`src/rtl/regfile_pkg.sv`:
```
// +----------------------------------------------------------------------+
// | regfile_pkg : shared constants and types for the regfile write-back  |
// | Revision    : 1.0                                                    |
// +----------------------------------------------------------------------+
`default_nettype none

package regfile_pkg;

    localparam int DATA_W   = 8;
    localparam int ADDR_W   = 3;
    localparam int NUM_REGS = 8;
    localparam int MAX_WAIT = 3;

    typedef enum logic [0:0] {
        CLEAR = 1'b0,
        RUN   = 1'b1
    } wb_state_e;

endpackage

`default_nettype wire

```
`src/rtl/regfile_wb_ctrl_if.sv`:
```
// +----------------------------------------------------------------------+
// | regfile_wb_ctrl_if : requester, issue and write-port signal bundle   |
// | Revision           : 1.0                                             |
// +----------------------------------------------------------------------+
`default_nettype none

interface regfile_wb_ctrl_if #(
    parameter int DATA_W   = regfile_pkg::DATA_W,
    parameter int ADDR_W   = regfile_pkg::ADDR_W,
    parameter int NUM_REGS = regfile_pkg::NUM_REGS
);
    logic                inhibit_in;
    logic                alu_valid_in;
    logic [ADDR_W-1:0]   alu_rd_in;
    logic [DATA_W-1:0]   alu_data_in;
    logic                alu_ready_out;
    logic                mem_valid_in;
    logic [ADDR_W-1:0]   mem_rd_in;
    logic [DATA_W-1:0]   mem_data_in;
    logic                mem_ready_out;
    logic                issue_valid_in;
    logic [ADDR_W-1:0]   issue_rd_in;
    logic [NUM_REGS-1:0] busy_out;
    logic                we_reg_out;
    logic [ADDR_W-1:0]   rd_out;
    logic [DATA_W-1:0]   data_out;
    logic                init_done_out;

    modport slave (
        input  inhibit_in,
        input  alu_valid_in, alu_rd_in, alu_data_in,
        output alu_ready_out,
        input  mem_valid_in, mem_rd_in, mem_data_in,
        output mem_ready_out,
        input  issue_valid_in, issue_rd_in,
        output busy_out, we_reg_out, rd_out, data_out, init_done_out
    );

    modport master (
        output inhibit_in,
        output alu_valid_in, alu_rd_in, alu_data_in,
        input  alu_ready_out,
        output mem_valid_in, mem_rd_in, mem_data_in,
        input  mem_ready_out,
        output issue_valid_in, issue_rd_in,
        input  busy_out, we_reg_out, rd_out, data_out, init_done_out
    );

endinterface

`default_nettype wire

```
`src/rtl/regfile_scoreboard.sv`:
```
// +----------------------------------------------------------------------+
// | regfile_scoreboard : pending-write bitmask, set wins over clear      |
// | Revision           : 1.0                                             |
// +----------------------------------------------------------------------+
`default_nettype none

module regfile_scoreboard #(
    parameter int ADDR_W   = 3,
    parameter int NUM_REGS = 8
) (
    input  wire logic                clk,
    input  wire logic                rst_n,
    input  wire logic                i_set_en,
    input  wire logic [ADDR_W-1:0]   i_set_idx,
    input  wire logic                i_clr_en,
    input  wire logic [ADDR_W-1:0]   i_clr_idx,
    output      logic [NUM_REGS-1:0] o_busy
);

    logic [NUM_REGS-1:0] busy_q;
    logic [NUM_REGS-1:0] busy_d;

    // Clear applied first so a same-register set in the same cycle overrides it.
    always_comb begin
        busy_d = busy_q;
        if (i_clr_en) begin
            busy_d[i_clr_idx] = 1'b0;
        end
        if (i_set_en) begin
            busy_d[i_set_idx] = 1'b1;
        end
    end

    always_ff @(posedge clk) begin
        if (!rst_n) begin
            busy_q <= '0;
        end else begin
            busy_q <= busy_d;
        end
    end

    assign o_busy = busy_q;

endmodule

`default_nettype wire

```
`src/rtl/regfile_wb_ctrl.sv`:
```
// +----------------------------------------------------------------------+
// | regfile_wb_ctrl : clears the regfile, then arbitrates ALU/load writes|
// | Revision        : 1.0                                                |
// +----------------------------------------------------------------------+
`default_nettype none

module regfile_wb_ctrl
    import regfile_pkg::*;
#(
    parameter int DATA_W   = regfile_pkg::DATA_W,
    parameter int ADDR_W   = regfile_pkg::ADDR_W,
    parameter int NUM_REGS = regfile_pkg::NUM_REGS,
    parameter int MAX_WAIT = regfile_pkg::MAX_WAIT
) (
    input  wire logic         clka,
    input  wire logic         reset_n_in,
    regfile_wb_ctrl_if.slave  bus
);

    localparam int WAIT_W = (MAX_WAIT < 1) ? 1 : $clog2(MAX_WAIT + 1);

    wb_state_e           state_q,     state_d;
    logic [ADDR_W-1:0]   clr_cnt_q,   clr_cnt_d;
    logic [WAIT_W-1:0]   wait_cnt_q,  wait_cnt_d;
    logic                we_q,        we_d;
    logic [ADDR_W-1:0]   rd_q,        rd_d;
    logic [DATA_W-1:0]   data_q,      data_d;
    logic                init_done_q, init_done_d;

    logic w_run;
    logic w_grant_ok;
    logic w_starved;
    logic w_alu_ready;
    logic w_mem_ready;
    logic w_alu_xfer;
    logic w_mem_xfer;
    logic [ADDR_W-1:0] w_clr_idx;

    // Grants are withheld while reset is low so no handshake completes into a dropped write.
    always_comb begin
        w_run       = (state_q == RUN);
        w_grant_ok  = w_run & ~bus.inhibit_in & reset_n_in;
        w_starved   = (wait_cnt_q == WAIT_W'(MAX_WAIT));
        w_mem_ready = w_grant_ok & bus.mem_valid_in & ~(w_starved & bus.alu_valid_in);
        w_alu_ready = w_grant_ok & bus.alu_valid_in & (~bus.mem_valid_in | w_starved);
        w_alu_xfer  = bus.alu_valid_in & w_alu_ready;
        w_mem_xfer  = bus.mem_valid_in & w_mem_ready;
        w_clr_idx   = w_alu_xfer ? bus.alu_rd_in : bus.mem_rd_in;
    end

    always_comb begin
        state_d     = state_q;
        clr_cnt_d   = clr_cnt_q;
        wait_cnt_d  = wait_cnt_q;
        we_d        = 1'b0;
        rd_d        = rd_q;
        data_d      = data_q;
        init_done_d = w_run;

        if (state_q == CLEAR) begin
            we_d      = 1'b1;
            rd_d      = clr_cnt_q;
            data_d    = '0;
            clr_cnt_d = clr_cnt_q + 1'b1;
            if (clr_cnt_q == ADDR_W'(NUM_REGS - 1)) begin
                state_d = RUN;
            end
        end else begin
            if (w_alu_xfer) begin
                we_d   = 1'b1;
                rd_d   = bus.alu_rd_in;
                data_d = bus.alu_data_in;
            end else if (w_mem_xfer) begin
                we_d   = 1'b1;
                rd_d   = bus.mem_rd_in;
                data_d = bus.mem_data_in;
            end

            if (w_alu_xfer) begin
                wait_cnt_d = '0;
            end else if (w_grant_ok && bus.alu_valid_in && !w_starved) begin
                wait_cnt_d = wait_cnt_q + 1'b1;
            end
        end
    end

    always_ff @(posedge clka) begin
        if (!reset_n_in) begin
            state_q     <= CLEAR;
            clr_cnt_q   <= '0;
            wait_cnt_q  <= '0;
            we_q        <= 1'b0;
            rd_q        <= '0;
            data_q      <= '0;
            init_done_q <= 1'b0;
        end else begin
            state_q     <= state_d;
            clr_cnt_q   <= clr_cnt_d;
            wait_cnt_q  <= wait_cnt_d;
            we_q        <= we_d;
            rd_q        <= rd_d;
            data_q      <= data_d;
            init_done_q <= init_done_d;
        end
    end

    regfile_scoreboard #(
        .ADDR_W   (ADDR_W),
        .NUM_REGS (NUM_REGS)
    ) u_scoreboard (
        .clk       (clka),
        .rst_n     (reset_n_in),
        .i_set_en  (w_run & bus.issue_valid_in),
        .i_set_idx (bus.issue_rd_in),
        .i_clr_en  (w_alu_xfer | w_mem_xfer),
        .i_clr_idx (w_clr_idx),
        .o_busy    (bus.busy_out)
    );

    assign bus.alu_ready_out = w_alu_ready;
    assign bus.mem_ready_out = w_mem_ready;
    assign bus.we_reg_out    = we_q;
    assign bus.rd_out        = rd_q;
    assign bus.data_out      = data_q;
    assign bus.init_done_out = init_done_q;

endmodule

`default_nettype wire

```
`src/flat_wrapper.sv`:
```
// flat-port wrapper written by rule: the top's interface ports become plain ports
module regfile_wb_ctrl_flat import regfile_pkg::*;
#(
    parameter int DATA_W   = regfile_pkg::DATA_W,
    parameter int ADDR_W   = regfile_pkg::ADDR_W,
    parameter int NUM_REGS = regfile_pkg::NUM_REGS,
    parameter int MAX_WAIT = regfile_pkg::MAX_WAIT
)
  (clka, reset_n_in, bus_inhibit_in, bus_alu_valid_in, bus_alu_rd_in, bus_alu_data_in, bus_alu_ready_out, bus_mem_valid_in, bus_mem_rd_in, bus_mem_data_in, bus_mem_ready_out, bus_issue_valid_in, bus_issue_rd_in, bus_busy_out, bus_we_reg_out, bus_rd_out, bus_data_out, bus_init_done_out);
  regfile_wb_ctrl_if #(.DATA_W(DATA_W), .ADDR_W(ADDR_W), .NUM_REGS(NUM_REGS)) bus_i ();
  input  wire logic clka;
  input  wire logic reset_n_in;
  input wire logic [$bits(bus_i.inhibit_in)-1:0] bus_inhibit_in;
  input wire logic [$bits(bus_i.alu_valid_in)-1:0] bus_alu_valid_in;
  input wire logic [$bits(bus_i.alu_rd_in)-1:0] bus_alu_rd_in;
  input wire logic [$bits(bus_i.alu_data_in)-1:0] bus_alu_data_in;
  output wire logic [$bits(bus_i.alu_ready_out)-1:0] bus_alu_ready_out;
  input wire logic [$bits(bus_i.mem_valid_in)-1:0] bus_mem_valid_in;
  input wire logic [$bits(bus_i.mem_rd_in)-1:0] bus_mem_rd_in;
  input wire logic [$bits(bus_i.mem_data_in)-1:0] bus_mem_data_in;
  output wire logic [$bits(bus_i.mem_ready_out)-1:0] bus_mem_ready_out;
  input wire logic [$bits(bus_i.issue_valid_in)-1:0] bus_issue_valid_in;
  input wire logic [$bits(bus_i.issue_rd_in)-1:0] bus_issue_rd_in;
  output wire logic [$bits(bus_i.busy_out)-1:0] bus_busy_out;
  output wire logic [$bits(bus_i.we_reg_out)-1:0] bus_we_reg_out;
  output wire logic [$bits(bus_i.rd_out)-1:0] bus_rd_out;
  output wire logic [$bits(bus_i.data_out)-1:0] bus_data_out;
  output wire logic [$bits(bus_i.init_done_out)-1:0] bus_init_done_out;
  assign bus_i.inhibit_in = bus_inhibit_in;
  assign bus_i.alu_valid_in = bus_alu_valid_in;
  assign bus_i.alu_rd_in = bus_alu_rd_in;
  assign bus_i.alu_data_in = bus_alu_data_in;
  assign bus_alu_ready_out = bus_i.alu_ready_out;
  assign bus_i.mem_valid_in = bus_mem_valid_in;
  assign bus_i.mem_rd_in = bus_mem_rd_in;
  assign bus_i.mem_data_in = bus_mem_data_in;
  assign bus_mem_ready_out = bus_i.mem_ready_out;
  assign bus_i.issue_valid_in = bus_issue_valid_in;
  assign bus_i.issue_rd_in = bus_issue_rd_in;
  assign bus_busy_out = bus_i.busy_out;
  assign bus_we_reg_out = bus_i.we_reg_out;
  assign bus_rd_out = bus_i.rd_out;
  assign bus_data_out = bus_i.data_out;
  assign bus_init_done_out = bus_i.init_done_out;
  regfile_wb_ctrl #(.DATA_W(DATA_W), .ADDR_W(ADDR_W), .NUM_REGS(NUM_REGS), .MAX_WAIT(MAX_WAIT)) u_core (.clka(clka), .reset_n_in(reset_n_in), .bus(bus_i));
endmodule
```
`config.mk`:
```
export PLATFORM = sky130hd
export DESIGN_NAME = regfile_wb_ctrl_flat
export DESIGN_NICKNAME = d
export VERILOG_FILES = /design/src/rtl/regfile_pkg.sv /design/src/rtl/regfile_wb_ctrl_if.sv /design/src/rtl/regfile_scoreboard.sv /design/src/rtl/regfile_wb_ctrl.sv /design/src/flat_wrapper.sv
export SDC_FILE = /design/constraint.sdc
export NUM_CORES = 1
export LEC_CHECK = 0
export BUFFER_PORTS_ARGS = -buffer_cell sky130_fd_sc_hd__buf_4
export CORE_ASPECT_RATIO = 0.7
export CORE_MARGIN = 4
export CORE_UTILIZATION = 40
export DETAILED_ROUTE_END_ITERATION = 6
export MAX_ROUTING_LAYER = met4
export PLACE_DENSITY = 0.68
export SYNTH_ARGS = -nofsm -noshare
export SYNTH_HDL_FRONTEND = slang
export SYNTH_SLANG_ARGS = --single-unit
```
`constraint.sdc`:
```
create_clock -name clka -period 2.3 [get_ports clka]
set_clock_uncertainty 0.15 [all_clocks]
set_input_delay 0.115 -clock clka [delete_from_list [all_inputs] [get_ports clka]]
set_output_delay 0.115 -clock clka [all_outputs]
set_load 0.05 [all_outputs]
```
# After elaboration in Yosys (flattened, before gate mapping)
# Cells that the tools add are included.
[op_classes] div=0 n_eq_ne=3 muxes=19 n_addsub=2 magnitude_cmp=4 bitwise=18 multipliers=0 shift=0 n_reduce_logical=9
[op_table] operator="$mux 8" n=4
[op_table] operator="$mux 3" n=4
[op_table] operator="$and 1x1->1" n=10
[op_table] operator="$and 8x8->8" n=1
[op_table] operator="$lt 3x4->1 const B" n=2
[op_table] operator="$not 8->8" n=1
[op_table] operator="$or 8x8->8" n=1
[op_table] operator="$mux 1" n=7
[op_table] operator="$demux 1 s3" n=2
[op_table] operator="$ge 3x1->1 const B" n=2
[op_table] operator="$logic_and 1x1->1" n=4
[op_table] operator="$mux 2" n=2
[op_table] operator="$reduce_and 2->1" n=2
[op_table] operator="$reduce_bool 2->1" n=2
[op_table] operator="$add 3x1->3 const B" n=1
[op_table] operator="$eq 3x3->1 const B" n=1
[op_table] operator="$ne 3x3->1 const B" n=1
[op_table] operator="$not 1->1" n=3
[op_table] operator="$add 2x1->2 const B" n=1
[op_table] operator="$eq 2x2->1 const B" n=1
[op_table] operator="$or 1x1->1" n=2
[op_table] operator="$logic_not 1->1" n=1
[totals] rom_bits=0 reg_bits=27 latch_bits=0 inputBits=31 output_inout_bits=23 n_memories=0 ramBits=0

# Depth between registers and ports, before layout
# Gate-level depths: netlist (run 1).
[logic_depth] depth_word=16 mapped_depth=8

# Cells and area by module
# A second synthesis (run 1) with hierarchy kept.
[hier_totals] cells_unflattened=131 hier_area_um2=1270.0
[by_module_without_submodules] module="regfile_wb_ctrl" cells_per_inst=91 area_each_um2=883.3 n_inst=1
[by_module_without_submodules] module="regfile_scoreboard" cells_per_inst=40 area_each_um2=386.6 n_inst=1

# Worst setup path before layout (run 1)
# No wires, ideal clock.
[synth_path] path_type="register to register" startpoint="register u_core.wait_cnt_q[0]" endpoint="register u_core.rd_q[0], in the netlist u_core.bus.rd_out[0]" setup_slack_ps=513 synth_period_minus_slack_ps=1787 setup_time_ps=120 required_time_ps=2030 path_stages_with_launch=7 arrival_time_ps=1517 path_cell_list="dfxtp_1 > ha_1 > or2b_1 > nand2_4 > inv_4 > a22o_4 > o31a_1"
[synth_via] elab_chain_len=6
[synth_lines] element="start: declaration" line="regfile_wb_ctrl.sv:24" text="logic [WAIT_W-1:0] wait_cnt_q, wait_cnt_d;"
[synth_lines] element="start signal: assignment" line="regfile_wb_ctrl.sv:99" text="wait_cnt_q <= wait_cnt_d;"
[synth_lines] element="$eq 2x2->1 (*)" line="regfile_wb_ctrl.sv:43" text="w_starved = (wait_cnt_q == WAIT_W'(MAX_WAIT));"
[synth_lines] element="$or 1x1->1 (*)" line="regfile_wb_ctrl.sv:45" text="w_alu_ready = w_grant_ok & bus.alu_valid_in & (~bus.mem_valid_in | w_starved);"
[synth_lines] element="$and 1x1->1 (*)" line="regfile_wb_ctrl.sv:45"
[synth_lines] element="net bus_alu_ready_out" line="flat_wrapper.sv:17" text="output wire logic [$bits(bus_i.alu_ready_out)-1:0] bus_alu_ready_out;"
[synth_lines] element="$and 1x1->1 (*)" line="regfile_wb_ctrl.sv:46" text="w_alu_xfer = bus.alu_valid_in & w_alu_ready;"
[synth_lines] element="$mux 3" line="regfile_wb_ctrl.sv:69" text="if (w_alu_xfer) begin"
[synth_lines] element="$mux 3" line="regfile_wb_ctrl.sv:60" text="if (state_q == CLEAR) begin"
[synth_lines] element="end signal: assignment" line="regfile_wb_ctrl.sv:101" text="rd_q <= rd_d;"
[synth_lines] element="end: declaration" line="regfile_wb_ctrl.sv:26" text="logic [ADDR_W-1:0] rd_q, rd_d;"
# Mark *: on every way through the listed nets, which the timed path passes. The rest lies on a longest branch.
# A chain may end at the register's enable or synchronous reset.

# Final worst setup path (run 1)
[layout_path] startpoint="register u_core.state_q, in the netlist u_core.init_done_d" endpoint="output bus_alu_ready_out"
[layout_via] elab_chain_len=4
[layout_lines] element="start: declaration" line="regfile_wb_ctrl.sv:22" text="wb_state_e state_q, state_d;"
[layout_lines] element="start signal: assignment" line="regfile_wb_ctrl.sv:97" text="state_q <= state_d;"
[layout_lines] element="$and 1x1->1 (2 in a row)" line="regfile_wb_ctrl.sv:42" text="w_grant_ok = w_run & ~bus.inhibit_in & reset_n_in;"
[layout_lines] element="$and 1x1->1 (2 in a row)" line="regfile_wb_ctrl.sv:45"
[layout_lines] element="end: declaration" line="flat_wrapper.sv:17"
# No other way between the ends.

==> metrics.txt, run 1 <==
# TYPE chip_impl_metric gauge
chip_impl_metric{name="critical_path.max_stage_delay",unit="ns"} 0.61
chip_impl_metric{name="cellLeakagePower",unit="nW"} 0.818
chip_impl_metric{name="worst_ep_required_time",unit="ns"} 2.04
chip_impl_metric{name="avgRoutedWirePerCell",unit="um"} 14.9
chip_impl_metric{name="pwr-share-comb",unit=""} 0.152
chip_impl_metric{name="place_worst_setup_slack",unit="ns"} 0.295
chip_impl_metric{name="area_growth",unit="%"} 40.7
chip_impl_metric{name="multiInputGateArea",unit="um2"} 766
chip_impl_metric{name="cts.clk_slew.worst_paths",unit="ns"} 0.09
chip_impl_metric{name="dp_hpwl",unit="um"} 2970
chip_impl_metric{name="design.final.nets",unit=""} 254
chip_impl_info{name="crit_path_start",value="u_core.init_done_d"} 1
chip_impl_metric{name="portBuffers",unit=""} 53
chip_impl_metric{name="timing.final.max_slew_violations",unit=""} 0
chip_impl_metric{name="numCtsBuffers",unit=""} 3
chip_impl_metric{name="synth_enable_flop_cells",unit=""} 0
chip_impl_metric{name="postSynthRegisterBits",unit=""} 27
chip_impl_metric{name="timing.final.hold_violations",unit=""} 0
chip_impl_metric{name="pin_count_of_the_biggest_net_entering_global_routing",unit=""} 21
chip_impl_metric{name="ff_latch_area",unit="um2"} 541
chip_impl_metric{name="routabilityCongestion",unit=""} 0.856
chip_impl_metric{name="track_usage",unit=""} 0.181
chip_impl_metric{name="max_slew.worst_pin.slew",unit="ns"} 0.451
chip_impl_info{name="rsz0062_at_grt",value="false"} 1
chip_impl_metric{name="detail_route.wirelength",unit="um"} 3950
chip_impl_metric{name="power_per_cell_area",unit="nW/um2"} 456
chip_impl_metric{name="avg_cell_area_syn",unit="um2"} 8.69
chip_impl_metric{name="worst_skew_pair.late_latency",unit="ns"} 0.27
chip_impl_metric{name="worstSetupPathDepth",unit=""} 4
chip_impl_info{name="timing.hold.worst.start",value="bus_mem_data_in[7]"} 1
chip_impl_metric{name="drt_pre_antenna_iters",unit=""} 4
chip_impl_metric{name="worst_ir_drop_vdd",unit="mV"} 0.258
chip_impl_metric{name="ys_warn_count",unit=""} 0
chip_impl_metric{name="swShare",unit=""} 0.243
chip_impl_info{name="root_buffer",value="clkbuf_8"} 1
chip_impl_metric{name="part_of_the_total_power_dissipated_in_the_clock_network",unit=""} 0.304
chip_impl_metric{name="num_io_pins",unit=""} 54
chip_impl_metric{name="power_report.internal_total",unit="uW"} 671
chip_impl_info{name="critical_path.cell_chain",value="and4b_1, nand2_4, inv_4, buf_4"} 1
chip_impl_metric{name="dieHeight",unit="um"} 57.2
chip_impl_metric{name="maxClockFrequency",unit="MHz"} 463
chip_impl_metric{name="layout.core_utilization",unit=""} 0.601
chip_impl_info{name="crit_path_top_delay_cell",value="dfxtp_1"} 1
chip_impl_metric{name="critPathMaxFanout",unit=""} 20
chip_impl_metric{name="clk_buf_depth",unit=""} 2
chip_impl_info{name="endpoint_kind",value="output port"} 1
chip_impl_metric{name="route.vias.total",unit=""} 1366
chip_impl_metric{name="distinct_cells_synth",unit=""} 38
chip_impl_metric{name="initialDrtViolationCount",unit=""} 70
chip_impl_metric{name="cells_on_worst_hold_path",unit=""} 3
chip_impl_metric{name="postLayoutSetupSlackWorst",unit="ns"} 0.138
chip_impl_metric{name="setup_viol_count_final",unit=""} 0
chip_impl_metric{name="worst_ep_arrival_time",unit="ns"} 1.90
chip_impl_metric{name="cts_repair_resize_count",unit=""} 0
chip_impl_info{name="classification_of_the_worst_slack_hold_path",value="in2reg"} 1
chip_impl_metric{name="die-area",unit="um2"} 4470
chip_impl_info{name="timing.critical_path.from_type",value="register"} 1
chip_impl_metric{name="total_power",unit="uW"} 887
chip_impl_metric{name="cts.htree.levels",unit=""} 1
chip_impl_metric{name="fillCellCount",unit=""} 281
chip_impl_metric{name="netlist_area",unit="um2"} 1380
chip_impl_metric{name="die-width",unit="um"} 78.2
chip_impl_info{name="tritoncts",value="yes"} 1
chip_impl_metric{name="cp.buffers_inverters",unit=""} 2
chip_impl_metric{name="clock_sinks",unit=""} 27
chip_impl_metric{name="wire_length_of_the_first_global_routing_pass",unit="um"} 6370
chip_impl_info{name="outcome",value="finished clean"} 1
chip_impl_metric{name="worst-r2r-cell-count",unit=""} 4
chip_impl_metric{name="postSynthNetCount",unit=""} 193
chip_impl_metric{name="drc",unit=""} 0
chip_impl_metric{name="core_area",unit="um2"} 3230
chip_impl_info{name="worst_r2r_startpoint",value="u_core.init_done_d"} 1
chip_impl_metric{name="final.period_utilization",unit=""} 0.940
chip_impl_metric{name="core.rowCount",unit=""} 17
chip_impl_metric{name="setup_tns",unit="ns"} 0
chip_impl_metric{name="detail-route-antenna-nets",unit=""} 0
chip_impl_metric{name="synth-seq-area-share",unit=""} 0.391
chip_impl_metric{name="maxCapViolations",unit=""} 0
chip_impl_info{name="synth_top_flop_cell",value="dfxtp_1"} 1
chip_impl_metric{name="postSynth.asyncResetShare",unit=""} 0
chip_impl_metric{name="antenna_found_initial",unit=""} 0
chip_impl_metric{name="gr-total-overflow",unit=""} 0
chip_impl_metric{name="final.min_clock_period",unit="ns"} 2.16
chip_impl_metric{name="timing.max_slew.rel_slack",unit=""} 0.699
chip_impl_metric{name="drive_gt1_frac",unit=""} 0.288
chip_impl_info{name="setup.worst_path.class",value="reg2out"} 1
chip_impl_metric{name="first_global_vias",unit=""} 1374
chip_impl_metric{name="power_spent_charging_and_discharging_nets",unit="uW"} 215
chip_impl_metric{name="vias_per_cell",unit=""} 5.14
chip_impl_metric{name="initial_utilization",unit=""} 0.427
chip_impl_metric{name="antenna_cells_inserted",unit=""} 0
chip_impl_metric{name="pwr-share-seq",unit=""} 0.545
chip_impl_info{name="cp_top_family",value="simple AND/OR/NAND/NOR gates"} 1
chip_impl_metric{name="post_synth_inst_count",unit=""} 159
synth_stat cells (3+ instances only):
cell type,n,area share
buf_4,3,0.016
a31oi_1,10,0.045
clkbuf_1,4,0.011
mux2i_1,11,0.080
ha_1,3,0.027
nand2_1,12,0.033
a21oi_1,9,0.033
dfxtp_1,27,0.39
nand4b_1,3,0.019
nand3_1,5,0.018
nor2_1,9,0.024
nand2b_1,5,0.023
o21ai_0,22,0.080
nor2b_1,7,0.032
kinds of logic (layout without fill, tap and decap cells):
| group | after synthesis | count (layout) | share of synthesized area |
|---|---|---|---|
| and+or+nand+nor | 54 | 54 | 0.218 |
| xor gates and xnor gates | 1 | 1 | 0.00634 |
| muxes | 11 | 11 | 0.0797 |
| DFF | 27 | 27 | 0.391 |
| buffers and inverters | 12 | 72 | 0.0543 |
| AOI/OAI and AO/OA | 51 | 51 | 0.223 |
| adders and majority gates | 3 | 3 | 0.0272 |
power groups by stage:
stage / sequential [mW] / clock [mW] / combinational [mW]
2_1_floorplan: 0.507 / 0 / 0.0419
3_3_place_gp: 0.493 / 0 / 0.114
3_5_place_dp: 0.494 / 0 / 0.119
4_1_cts: 0.483 / 0.271 / 0.134
5_1_grt: 0.484 / 0.291 / 0.145
6_report: 0.483 / 0.269 / 0.134
state kept, by name, summed over array words and instances (netlist names):
name	flops
u_core.wait_cnt_q	2
u_core.init_done_d	1
u_core.bus.data_out	8
u_core.bus.init_done_out	1
u_core.bus.rd_out	3
u_core.clr_cnt_q	3
u_core.bus.we_reg_out	1
u_core.u_scoreboard.o_busy	8
cells in the final DEF, fill, tap and decap left out, types with 2 or more instances in the layout:
master and instances:
mux2i_1 11, dlygate4sd3_1 11, and4b_1 2, a21oi_1 9, nor2b_1 7, dfxtp_1 27, a31oi_1 10, nand2_1 12
clkbuf_8 3, nor2_1 9, buf_4 55, ha_1 3, o21ai_0 22, nor3_1 2, nand2b_1 5, a21o_1 2
nand3_1 5, and3_1 2, nand4b_1 3
metrics by stage:
| stage | cell area [um2] | std cells | hold slack (ns) |
|---|---|---|---|
| final | 1940 | 266 | 0.00415 |
| after global placement | 1790 | 251 | 0.247 |
| after CTS | 1940 | 266 | 0.00158 |
| after global routing | 1940 | 266 | 0.0272 |
| after detailed placement | 1790 | 251 | 0.256 |
| after floorplan | 1380 | 159 | 0.155 |
area by class of cell:
class                   instances  area share
well taps                      47      0.0303
multi-input cells             120       0.394
inverters                       2     0.00515
repair buffers                 66       0.269
clock buffers                   4      0.0232
flip-flops and latches         27       0.278
worst register-to-register path: stages (launching register included):
cell and delay (ns):
dfxtp_1 0.61, and4b_1 0.47, nand2_4 0.22, o2bb2ai_1 0.33
a31oi_1 0.13
final timing paths:
check / end / slack [ns]
min: u_core.bus.data_out[7] / 0.004
max: bus_alu_ready_out / 0.14
min reg2reg: u_core.wait_cnt_q[1] / 0.32
max reg2reg: u_core.u_scoreboard.o_busy[4] / 0.28
routing by layer:
metal,wire (um),vias to the layer above,part of all wire,GRT usage
met5,0,-,0,-
met1,1770,646,0.45,0.218
met3,140,2,0.035,0.0473
met4,14,0,0.0035,0.0224
li1,-,693,-,-
met2,2030,25,0.51,0.316
repair_timing:
item	CTS	global route
hold buffers	11	0
setup buffers	0	0
hold endpoints to repair	6	0
Power figures use the tool's default switching activity.
==> inputs of run 2 (changes only) <==
Settings changed: PLACE_DENSITY 0.68 to 0.7.
Clock period 2.3 ns to 1.75 ns, I/O delays scaled along.
==> run 2 against run 1 <==
Compared with the run above:
- worst hold slack better by 0.0059 ns
- global-route usage up 3.0 points
- via count up 10%
- critical endpoint is now u_core.bus.rd_out[0]
==> metrics.txt, run 2 (synthesis gave the netlist of run 1 again) <==
# TYPE chip_impl_metric gauge
chip_impl_info{name="timing.critical_path.from_type",value="register"} 1
chip_impl_metric{name="max_slew.worst_pin.slew",unit="ns"} 0.338
chip_impl_metric{name="wire_length_of_the_first_global_routing_pass",unit="um"} 7300
chip_impl_metric{name="maxCapViolations",unit=""} 0
chip_impl_metric{name="setup_viol_count_final",unit=""} 0
chip_impl_metric{name="numCtsBuffers",unit=""} 3
chip_impl_metric{name="routabilityCongestion",unit=""} 0.931
chip_impl_metric{name="worst_hold_slack",unit="ns"} 0.0101
chip_impl_metric{name="gr-total-overflow",unit=""} 0
chip_impl_metric{name="fillCellCount",unit=""} 260
chip_impl_metric{name="die-area",unit="um2"} 4470
chip_impl_metric{name="first_global_vias",unit=""} 1489
chip_impl_metric{name="cts.htree.levels",unit=""} 1
chip_impl_metric{name="dieHeight",unit="um"} 57.2
chip_impl_metric{name="num_io_pins",unit=""} 54
chip_impl_metric{name="avgRoutedWirePerCell",unit="um"} 16.4
chip_impl_metric{name="antenna_cells_inserted",unit=""} 0
chip_impl_info{name="crit_path_top_delay_cell",value="dfxtp_2"} 1
chip_impl_metric{name="antenna_found_initial",unit=""} 0
chip_impl_metric{name="portBuffers",unit=""} 53
chip_impl_metric{name="place_worst_setup_slack",unit="ns"} 0.0110
chip_impl_metric{name="timing.max_slew.rel_slack",unit=""} 0.772
chip_impl_metric{name="drive_gt1_frac",unit=""} 0.316
chip_impl_metric{name="final.period_utilization",unit=""} 0.976
chip_impl_metric{name="detail-route-antenna-nets",unit=""} 0
chip_impl_info{name="tritoncts",value="yes"} 1
chip_impl_metric{name="critPathMaxFanout",unit=""} 5
chip_impl_metric{name="worst_ep_arrival_time",unit="ns"} 1.74
chip_impl_metric{name="area_growth",unit="%"} 55.3
chip_impl_metric{name="design.final.nets",unit=""} 272
chip_impl_metric{name="worst_skew_pair.late_latency",unit="ns"} 0.28
chip_impl_info{name="endpoint_kind",value="register"} 1
chip_impl_metric{name="core.rowCount",unit=""} 17
chip_impl_info{name="layout_common_cells",value="buf_4, dfxtp_1, dlygate4sd3_1"} 1
chip_impl_metric{name="cts.clk_slew.worst_paths",unit="ns"} 0.10
chip_impl_metric{name="drt_pre_antenna_iters",unit=""} 4
chip_impl_info{name="outcome",value="finished clean"} 1
chip_impl_info{name="critical_path.cell_chain",value="ha_4, or2b_1, nand2_4, inv_6, a22o_4, o31a_1"} 1
chip_impl_metric{name="dpl-instance-area",unit="um2"} 1820
chip_impl_metric{name="worst_ep_required_time",unit="ns"} 1.79
chip_impl_metric{name="core_area",unit="um2"} 3230
chip_impl_info{name="root_buffer",value="clkbuf_8"} 1
chip_impl_metric{name="track_usage",unit=""} 0.211
chip_impl_info{name="mostFrequentLayoutCell",value="buf_4"} 1
chip_impl_metric{name="setup_tns",unit="ns"} 0
chip_impl_metric{name="initialDrtViolationCount",unit=""} 163
chip_impl_metric{name="power_per_cell_area",unit="nW/um2"} 573
chip_impl_metric{name="layout.cell_area.non_filler",unit="um2"} 2140
chip_impl_metric{name="drc",unit=""} 0
chip_impl_metric{name="initial_utilization",unit=""} 0.427
chip_impl_metric{name="maxClockFrequency",unit="MHz"} 586
chip_impl_metric{name="clock_sinks",unit=""} 27
chip_impl_info{name="setup.worst_path.class",value="reg2reg"} 1
chip_impl_metric{name="fin_cells",unit=""} 284
chip_impl_metric{name="clk_buf_depth",unit=""} 2
chip_impl_metric{name="postLayoutSetupSlackWorst",unit="ns"} 0.0426
chip_impl_metric{name="die-width",unit="um"} 78.2
chip_impl_metric{name="route.vias.total",unit=""} 1508
chip_impl_metric{name="detail_route.wirelength",unit="um"} 4660
chip_impl_metric{name="dp_hpwl",unit="um"} 3060
chip_impl_info{name="classification_of_the_worst_slack_hold_path",value="in2reg"} 1
chip_impl_metric{name="vias_per_cell",unit=""} 5.31
chip_impl_metric{name="placedCellCount",unit=""} 255
chip_impl_info{name="rsz0062_at_grt",value="false"} 1
chip_impl_metric{name="cellLeakagePower",unit="nW"} 0.901
chip_impl_metric{name="pin_count_of_the_biggest_net_entering_global_routing",unit=""} 18
chip_impl_metric{name="timing.final.max_slew_violations",unit=""} 0
chip_impl_metric{name="final.min_clock_period",unit="ns"} 1.71
chip_impl_metric{name="worst_ir_drop_vdd",unit="mV"} 0.468
chip_impl_metric{name="timing.final.hold_violations",unit=""} 0
chip_impl_metric{name="critical_path.max_stage_delay",unit="ns"} 0.35
==> run 2: changes by cell type in the layout (fill, tap and decap cells not counted), moves of 2 or more <==
cell           before  now
dfxtp_1            27   25
dlygate4sd3_1      11   22
buf_8               0    2
inv_6               0    2
dfxtp_2             0    2
buf_4              55   60
==> run 2: final timing paths <==
kind | depth (start not counted) | to | from | slack (ns)
max | 6 | u_core.bus.rd_out[0] | u_core.wait_cnt_q[0] | 0.04
min | 3 | u_core.bus.we_reg_out | bus_inhibit_in | 0.01
max reg2reg | 6 | u_core.bus.rd_out[0] | u_core.wait_cnt_q[0] | 0.04
min reg2reg | 2 | u_core.wait_cnt_q[1] | u_core.wait_cnt_q[1] | 0.34
==> run 2: cell type report <==
cell class	count	area [um2]	area share
clock buffer	3	41.3	0.0193
timing repair buffer	84	701	0.327
tap	47	58.8	0.0274
inverter	2	12.5	0.00583
sequential	27	543	0.253
multi-input combinational	120	779	0.363
clock inverter	1	8.76	0.00408
==> run 2: layer usage <==
metal,vias up,wire [um],track usage
met5,-,0,-
met4,0,76,0.0424
met3,8,266,0.0489
met2,54,2280,0.343
met1,717,2040,0.272
li1,729,-,-
==> run 2: what timing repair did <==
item,in CTS,in global routing
hold buffers,22,0
endpoints found under the setup margin,2,6
pin swaps,1,2
resized for setup,3,6
endpoints found under the hold margin,19,0
buffers inserted,2,1
==> run 2: power by group <==
group / switching [mW] / internal [mW] / total, mW
combinational: 0.0933 / 0.110 / 0.204
sequential: 0.00822 / 0.627 / 0.635
clock: 0.223 / 0.168 / 0.391
total: 0.324 / 0.905 / 1.23
==> run 2: stage by stage <==
step                      total power, mW  utilization
after floorplan                     0.722            -
after global placement              0.801        0.564
after detailed placement            0.804        0.564
after CTS                            1.23        0.655
after global routing                 1.27        0.663
final                                1.23        0.663
==> run 2: critical path: cells and delay by family, from the launching register on <==
family,cells,cell delay [ns]
compound gates,2,0.53
flops,1,0.35
simple gates,2,0.36
fa+ha+maj,1,0.16
buf+inv,1,0.04
==> inputs of run 3 (changes only) <==
Settings changed: ABC_AREA set to 1.
==> run 3 against run 2 <==
Compared with the run above:
- count of clock-buffer cells in the layout unchanged
- first-iteration DRC count down 51%
- final cell count up 16%
- largest cell class unchanged
- highest routed layer unchanged
- fmax down 0.10%
- wire length down 9.6%
- power down 2.0%
- cell area up 1.8%
- clock power down 5.1%
- register-to-register slack about the same
- die area down 0.64%
- global-route usage down 2.3 points
- flip-flop and latch count unchanged
==> metrics.txt, run 3 <==
# TYPE chip_impl_metric gauge
chip_impl_metric{name="dieHeight",unit="um"} 57.0
chip_impl_metric{name="pin_count_of_the_biggest_net_entering_global_routing",unit=""} 17
chip_impl_metric{name="detail_route.wirelength",unit="um"} 4210
chip_impl_metric{name="ff_latch_area",unit="um2"} 543
chip_impl_metric{name="place_worst_setup_slack",unit="ns"} 0.0454
chip_impl_info{name="outcome",value="finished clean"} 1
chip_impl_metric{name="die-width",unit="um"} 78.0
chip_impl_metric{name="post_synth_inst_count",unit=""} 200
chip_impl_info{name="tritoncts",value="yes"} 1
chip_impl_metric{name="drt_pre_antenna_iters",unit=""} 4
chip_impl_metric{name="drc",unit=""} 0
chip_impl_metric{name="met1_usage",unit=""} 0.237
chip_impl_metric{name="initialDrtViolationCount",unit=""} 80
chip_impl_metric{name="route.vias.total",unit=""} 1603
chip_impl_metric{name="antenna_cells_inserted",unit=""} 0
chip_impl_metric{name="maxClockFrequency",unit="MHz"} 585
chip_impl_metric{name="design.final.nets",unit=""} 318
chip_impl_metric{name="postLayoutSetupSlackWorst",unit="ns"} 0.0408
chip_impl_metric{name="cts.clk_slew.worst_paths",unit="ns"} 0.10
chip_impl_metric{name="distinct_cells_synth",unit=""} 23
chip_impl_metric{name="avgRoutedWirePerCell",unit="um"} 12.8
chip_impl_metric{name="worst_ir_drop_vdd",unit="mV"} 0.408
chip_impl_metric{name="routabilityCongestion",unit=""} 0.843
chip_impl_metric{name="area_growth",unit="%"} 59.2
chip_impl_info{name="synth.area.top_cells",value="dfxtp_1, nand2_1, nand4_1"} 1
chip_impl_metric{name="core.rowCount",unit=""} 17
chip_impl_metric{name="num_io_pins",unit=""} 54
chip_impl_metric{name="wire_length_of_the_first_global_routing_pass",unit="um"} 6460
chip_impl_info{name="root_buffer",value="clkbuf_8"} 1
chip_impl_info{name="setup.worst_path.class",value="reg2reg"} 1
chip_impl_metric{name="antenna_found_initial",unit=""} 0
chip_impl_metric{name="timing.max_slew.rel_slack",unit=""} 0.755
chip_impl_metric{name="worst_ep_required_time",unit="ns"} 1.83
chip_impl_metric{name="avg_cell_area_syn",unit="um2"} 6.86
chip_impl_info{name="classification_of_the_worst_slack_hold_path",value="in2reg"} 1
chip_impl_metric{name="synth-seq-area-share",unit=""} 0.394
chip_impl_metric{name="drive_gt1_frac",unit=""} 0.290
chip_impl_info{name="endpoint_kind",value="register"} 1
chip_impl_metric{name="postSynth.asyncResetShare",unit=""} 0
chip_impl_metric{name="initial_utilization",unit=""} 0.427
chip_impl_metric{name="postSynthNetCount",unit=""} 234
chip_impl_metric{name="clk_buf_depth",unit=""} 2
chip_impl_metric{name="max_slew.worst_pin.slew",unit="ns"} 0.367
chip_impl_metric{name="total_power",unit="mW"} 1.20
chip_impl_metric{name="postSynthRegisterBits",unit=""} 27
chip_impl_info{name="post-synth-top-count-cell",value="nand2_1"} 1
chip_impl_metric{name="ys_warn_count",unit=""} 0
chip_impl_metric{name="die-area",unit="um2"} 4440
chip_impl_metric{name="netlist_area",unit="um2"} 1370
chip_impl_metric{name="track_usage",unit=""} 0.188
chip_impl_metric{name="maxCapViolations",unit=""} 0
chip_impl_metric{name="fillCellCount",unit=""} 284
chip_impl_metric{name="power_per_cell_area",unit="nW/um2"} 552
chip_impl_info{name="yosysTopAreaCell",value="dfxtp_1"} 1
chip_impl_metric{name="timing.final.hold_violations",unit=""} 0
chip_impl_metric{name="core_area",unit="um2"} 3210
chip_impl_metric{name="critPathMaxFanout",unit=""} 8
chip_impl_metric{name="multiInputGateArea",unit="um2"} 733
chip_impl_metric{name="cts.htree.levels",unit=""} 1
chip_impl_metric{name="worst_ep_arrival_time",unit="ns"} 1.79
chip_impl_metric{name="gr-total-overflow",unit=""} 0
chip_impl_metric{name="setup_viol_count_final",unit=""} 0
chip_impl_metric{name="synth_largest_type_area_fraction",unit=""} 0.394
chip_impl_metric{name="layout.cell_area.non_filler",unit="um2"} 2180
chip_impl_metric{name="dp_hpwl",unit="um"} 2670
chip_impl_metric{name="vias_per_cell",unit=""} 4.86
chip_impl_metric{name="layout.core_utilization",unit=""} 0.680
chip_impl_metric{name="numCtsBuffers",unit=""} 3
chip_impl_metric{name="synth_enable_flop_cells",unit=""} 0
chip_impl_info{name="timing.critical_path.from_type",value="register"} 1
chip_impl_metric{name="timing.final.max_slew_violations",unit=""} 0
chip_impl_metric{name="final.period_utilization",unit=""} 0.977
chip_impl_info{name="grt_busiest_layer",value="met2"} 1
chip_impl_metric{name="worst_skew_pair.late_latency",unit="ns"} 0.28
chip_impl_metric{name="detail-route-antenna-nets",unit=""} 0
chip_impl_metric{name="final.min_clock_period",unit="ns"} 1.71
chip_impl_info{name="layout_common_cells",value="nand2_1, buf_4, inv_1, dfxtp_1, dlygate4sd3_1"} 1
chip_impl_metric{name="met3_use_gr",unit=""} 0.0442
chip_impl_info{name="mostFrequentLayoutCell",value="nand2_1"} 1
chip_impl_info{name="netlist_top_cells_count",value="nand2_1, dfxtp_1, inv_1"} 1
chip_impl_metric{name="grtUsageMet2",unit=""} 0.306
chip_impl_info{name="synth_top_flop_cell",value="dfxtp_1"} 1
chip_impl_metric{name="dpl-instance-area",unit="um2"} 1840
chip_impl_metric{name="cellLeakagePower",unit="nW"} 1.09
chip_impl_metric{name="clock_sinks",unit=""} 27
chip_impl_metric{name="first_global_vias",unit=""} 1427
chip_impl_metric{name="worst_hold_slack",unit="ns"} 0.0378
chip_impl_metric{name="portBuffers",unit=""} 53
run 3: cell types whose count changed after synthesis, sizes merged, moves of 8 or more:
| cell | delta |
|---|---|
| inv | +24 |
| nand2 | +66 |
| nand4 | +16 |
| o21ai | -18 |
| a31oi | -8 |
| mux2i | -11 |
run 3: power breakdown:
part | total [mW] | leakage [nW] | internal [mW] | switching [mW]
clock | 0.371 | 0.0217 | 0.162 | 0.209
combinational | 0.199 | 0.849 | 0.103 | 0.0967
sequential | 0.634 | 0.220 | 0.626 | 0.00767
total | 1.20 | 1.09 | 0.891 | 0.314
run 3: per-stage QoR:
stage          cells  setup TNS (ns)
2_1_floorplan    200               0
3_3_place_gp     300               0
3_5_place_dp     300               0
4_1_cts          328               0
5_1_grt          330         -0.0948
6_report         330               0
run 3: kinds of logic after synthesis:
family          Yosys count  synth area share
flops                    27             0.394
fa+ha+maj                 3            0.0274
buf+inv                  32            0.0967
xor+xnor                  1           0.00639
compound gates           17            0.0693
simple gates            120             0.406
run 3: final cells by class:
cell class              instances  share of cell area
inverters                      28              0.0493
flip-flops and latches         27               0.249
repair buffers                 83               0.317
well taps                      47              0.0269
multi-input cells             141               0.336
clock inverters                 1             0.00344
clock buffers                   3              0.0189
run 3: per-layer routing:
layer / share of wire / vias up
met5: 0 / -
met4: 0.019 / 0
met3: 0.063 / 10
met2: 0.48 / 80
met1: 0.44 / 708
li1: - / 805
run 3: worst paths after layout:
check	startpoint	endpoint	slack, ns	depth (start not counted)
max reg2reg	u_core.wait_cnt_q[0]	u_core.bus.rd_out[2]	0.04	11
min reg2reg	u_core.u_scoreboard.o_busy[6]	u_core.u_scoreboard.o_busy[6]	0.32	2
min	bus_alu_valid_in	u_core.wait_cnt_q[1]	0.04	3
max	u_core.wait_cnt_q[0]	u_core.bus.rd_out[2]	0.04	11
run 3: critical path, cell delays in order, from the launching register on:
cell      delay, ns
dfxtp_2        0.35
ha_2           0.18
inv_1          0.07
nand2_2        0.10
nand3_4        0.13
nand2_4        0.08
buf_4          0.14
nor2_1         0.16
nand2_1        0.11
o211ai_2       0.08
nand2_1        0.07
inv_1          0.05
run 3: repair_timing:
action / CTS / global route
hold buffers: 23 / 0
endpoints found under the hold margin: 21 / 0
buffers inserted: 1 / 2
pin swaps: 1 / 6
setup endpoints to repair: 1 / 18
gates resized for setup: 1 / 13
